--- src/rtl/prod_accumulator.sv ---
// Burst accumulator for signed 8-bit products with saturation,
// valid/ready input and output handshakes, and a sticky overflow flag.
module prod_accumulator #(
    parameter int ACC_W = 12,
    parameter int LEN_W = 4
) (
    input  logic             clk,
    input  logic             rst_n,
    input  logic             start,
    input  logic [LEN_W-1:0] len,
    input  logic [7:0]       prod,
    input  logic             in_valid,
    output logic             in_ready,
    output logic [ACC_W-1:0] acc_out,
    output logic             out_valid,
    input  logic             out_ready,
    output logic             ovf,
    output logic             busy
);

    typedef enum logic [1:0] {
        IDLE  = 2'd0,
        ACCUM = 2'd1,
        DONE  = 2'd2
    } state_e;

    localparam logic [ACC_W-1:0] MAXV = {1'b0, {(ACC_W-1){1'b1}}};
    localparam logic [ACC_W-1:0] MINV = {1'b1, {(ACC_W-1){1'b0}}};

    state_e             state_q, state_d;
    logic [ACC_W-1:0]   acc_q, acc_d;
    logic [LEN_W-1:0]   cnt_q, cnt_d;
    logic [LEN_W-1:0]   len_q, len_d;
    logic               ovf_q, ovf_d;

    logic [ACC_W:0]     sum;
    logic               clamp;
    logic               beat;

    // One guard bit: the top two bits disagree exactly when the sum overflows.
    assign sum   = {acc_q[ACC_W-1], acc_q} + {{(ACC_W-7){prod[7]}}, prod};
    assign clamp = sum[ACC_W] ^ sum[ACC_W-1];
    assign beat  = in_valid && (state_q == ACCUM);

    always_comb begin
        state_d = state_q;
        acc_d   = acc_q;
        cnt_d   = cnt_q;
        len_d   = len_q;
        ovf_d   = ovf_q;
        unique case (state_q)
            IDLE: begin
                if (start) begin
                    len_d   = len;
                    acc_d   = '0;
                    cnt_d   = '0;
                    ovf_d   = 1'b0;
                    state_d = ACCUM;
                end
            end
            ACCUM: begin
                if (beat) begin
                    if (clamp) begin
                        acc_d = sum[ACC_W] ? MINV : MAXV;
                        ovf_d = 1'b1;
                    end else begin
                        acc_d = sum[ACC_W-1:0];
                    end
                    cnt_d = cnt_q + 1'b1;
                    if (cnt_q == len_q) begin
                        state_d = DONE;
                    end
                end
            end
            DONE: begin
                if (out_ready) begin
                    state_d = IDLE;
                end
            end
            default: begin
                state_d = IDLE;
            end
        endcase
    end

    always_ff @(posedge clk or negedge rst_n) begin
        if (!rst_n) begin
            state_q <= IDLE;
            acc_q   <= '0;
            cnt_q   <= '0;
            len_q   <= '0;
            ovf_q   <= 1'b0;
        end else begin
            state_q <= state_d;
            acc_q   <= acc_d;
            cnt_q   <= cnt_d;
            len_q   <= len_d;
            ovf_q   <= ovf_d;
        end
    end

    assign in_ready  = (state_q == ACCUM);
    assign out_valid = (state_q == DONE);
    assign busy      = (state_q != IDLE);
    assign acc_out   = acc_q;
    assign ovf       = ovf_q;

endmodule

--- config.mk ---
export PLATFORM = sky130hd
export DESIGN_NAME = prod_accumulator
export DESIGN_NICKNAME = d
export VERILOG_FILES = /design/src/rtl/prod_accumulator.sv
export SDC_FILE = /design/constraint.sdc
export NUM_CORES = 1
export LEC_CHECK = 0
export ABC_CLOCK_PERIOD_IN_PS = 3000
export CAP_MARGIN = 20
export CORE_UTILIZATION = 40
export DETAILED_ROUTE_END_ITERATION = 6
export PLACE_DENSITY = 0.67
export SETUP_SLACK_MARGIN = 0.2
export SYNTH_ARGS = -nofsm -noshare
export SYNTH_HDL_FRONTEND = slang
export SYNTH_SLANG_ARGS = --single-unit
--- constraint.sdc ---
create_clock -name clk -period 3 [get_ports clk]
set_input_delay 0.45 -clock clk [delete_from_list [all_inputs] [get_ports clk]]
set_output_delay 0.45 -clock clk [all_outputs]
set_load 0.005 [all_outputs]
==> out/results.ini <==
[sta]
hold_viol=0
finalSetupViolCount=0
finalSetupTns_ns=0
tightest_slew_ns=0.348
min_period_ns=2.61
timing.final.crit_share=0.871
max_slew_margin=0.765
skew_ns=0.00597
maxSlewViolCount=0
clock.fmax_ghz=0.383
whs_ns=0.531
rsz0062_at_grt=no

[clocking]
clkLatencyLatePin_ns=0.27
clkTransAtPathRegs_ns=0.09
cts.root.buffer_cell=clkbuf_8
cts_hold_buf=0
clkSinkCount=23
numCtsBuffers=3
cts_buffer_depth=2
cts_tree=built
cts-htree-levels=1

[die]
die_w_um=67.1
die_area_sq_mm=0.00450
pin_count=33
start_util=0.421
die_h_um=67.1
rows=23
coreArea_sq_mm=0.00403

[yosys]
yosys_most_used_dff=dfrtp_1
synthTopCellsByCount=dfrtp_1, nand2_1, ha_1
synth_largest_area_cell=dfrtp_1
synthTopCellsByArea=dfrtp_1, ha_1, nand2_1, xor2_1, mux2_2
syn-mean-instance-area_sq_um=9.69
yosysMostFrequentCell=dfrtp_1
synth-seq-area-share=0.339
synthCells=175
synth_top_area_frac=0.339
synth_edf_count=0
yosys_warnings=0
ys_types=51
syn-num-nets=206
synth_area_sq_mm=0.00170
synth_seq_cells=23
async_flop_share=1.00

[final_layout]
n_fill_cell=378
num_antenna_cells=0
multi_input_area_sq_mm=0.00107
final_nets=244
final-seq-area_sq_um=576
final_util=0.529
final_cells=262
area_delta_synth_final_pct=25.7
drive_above_1_share=0.146

[setup_path]
path_cells=clkdlybuf4s50_1 -> ha_1 -> o21ai_0 -> nand2b_1 -> a311oi_4 -> nand3b_1 -> nand3_2 -> a22oi_1
path_max_fanout=10
worstSetupPathType=input pin to register
critPathTopFamily=compound AO/OA/AOI/OAI gates
critical_path_arrival_ns=2.79
path_depth=8
startpoint_type=input pin
cp_data_required_time_ns=3.18
reg2regPathDepth=9
crit_path_max_incr_delay_ns=0.51
crit_buf_inv=1
cpMaxStageDelayCell=clkdlybuf4s50_1
end_kind=register

[detailed_routing]
dr.pass1.iters=4
wl_um=3870
vias=1434
antenna_left=0
drc=0
wl_per_cell_um=14.8
drtIter0Drc=92
viasPerCell=5.47

[global_route]
antenna_found_initial=0
grt_util_all_layers=0.189
met2_usage=0.304
grt_first_pass_wirelength_um=6400
gr-usage-met3=0.0325
overflow=0
grt_pass1_vias=1373
grt.met1_usage=0.265
busiest_layer=met2
grt_max_degree=24

[placed_design]
numPortBuffers=32
placedCellCount=258
dp.final_hpwl_um=2940
place.gp.congestion=0.857

[min_path]
hold_class=input pin to async pin

[power]
power_density_mw_per_mm2=1080
total_power_mw=2.29
ir_drop_mv=0.458
total_leakage_power_nw=0.919

[run]
max_cap_viol_count=0

[run_status]
outcome=finished clean

==> sequential cells by signal, indices dropped and copies added, names as in the netlist <==
signal	count
cnt_q	4
state_q	2
acc_out	12
len_q	4
ovf	1
==> worst reg2reg max path, cell delays in order, from the launching register on <==
cell       delay, ns
dfrtp_1         0.41
ha_1            0.26
fa_1            0.43
nand3_1         0.14
a21oi_2         0.09
o2111ai_2       0.19
buf_4           0.18
nand3b_1        0.12
nand3_2         0.23
a22oi_1         0.13
==> worst paths after layout <==
kind | startpoint | end | slack, ns
max | prod[7] | acc_out[9] | 0.39
min | rst_n | len_q[0] | 0.53
max reg2reg | acc_out[0] | acc_out[9] | 0.69
min reg2reg | len_q[1] | len_q[1] | 0.54
max in group asynchronous | rst_n | acc_out[9] | 2.23
min in group clk | len_q[1] | len_q[1] | 0.54
==> where the power goes <==
part	leakage [nW]	switching, mW	internal, mW
combinational	0.613	0.770	0.741
sequential	0.285	0.129	0.456
clock	0.0217	0.105	0.0940
==> area by class of cell <==
cell class	instances	area share
multi-input combinational	145	0.504
sequential	23	0.270
timing repair buffer	37	0.168
tap	50	0.0294
clock buffer	3	0.0194
inverter	3	0.00528
clock inverter	1	0.00352
==> through the flow <==
stage	cell area [sq um]	setup WS, ns
5_1_grt	2130	0.212
3_5_place_dp	2080	0.0871
4_1_cts	2130	0.372
3_3_place_gp	2080	0.141
2_1_floorplan	1700	0.786
6_report	2130	0.386
==> cells in the final DEF (no fill, tap or decap), drive strengths merged, types with 2 or more instances in the layout <==
master / instances
xor2: 8
nand3: 4
a21oi: 12
mux2: 5
nor2: 10
clkdlybuf4s50: 32
nor2b: 5
and2: 2
clkbuf: 3
ha: 13
a31oi: 2
o2111ai: 2
o21ai: 18
nand2: 20
a211oi: 2
nor3: 8
a21o: 4
buf: 5
inv: 3
dfrtp: 23
nand4: 2
nand3b: 3
xnor2: 4
==> layer usage <==
metal	part of all wire	up-vias
li1	-	719
met1	0.50	681
met2	0.47	29
met3	0.028	5
met4	0.0044	0
met5	0	-
==> kinds of logic after synthesis <==
| group | count (synthesis) | share of synthesized area |
|---|---|---|
| AOI/OAI and AO/OA | 52 | 0.225 |
| xor gates and xnor gates | 12 | 0.0620 |
| adders and majority gates | 14 | 0.108 |
| buffers and inverters | 7 | 0.0288 |
| DFF | 23 | 0.339 |
| muxes | 6 | 0.0391 |
| and+or+nand+nor | 61 | 0.198 |
==> what timing repair did <==
item	CTS	global route
setup buffers	0	0
gates resized for setup	0	2
endpoints found under the setup margin	0	2
Power figures use the tool's default switching activity.
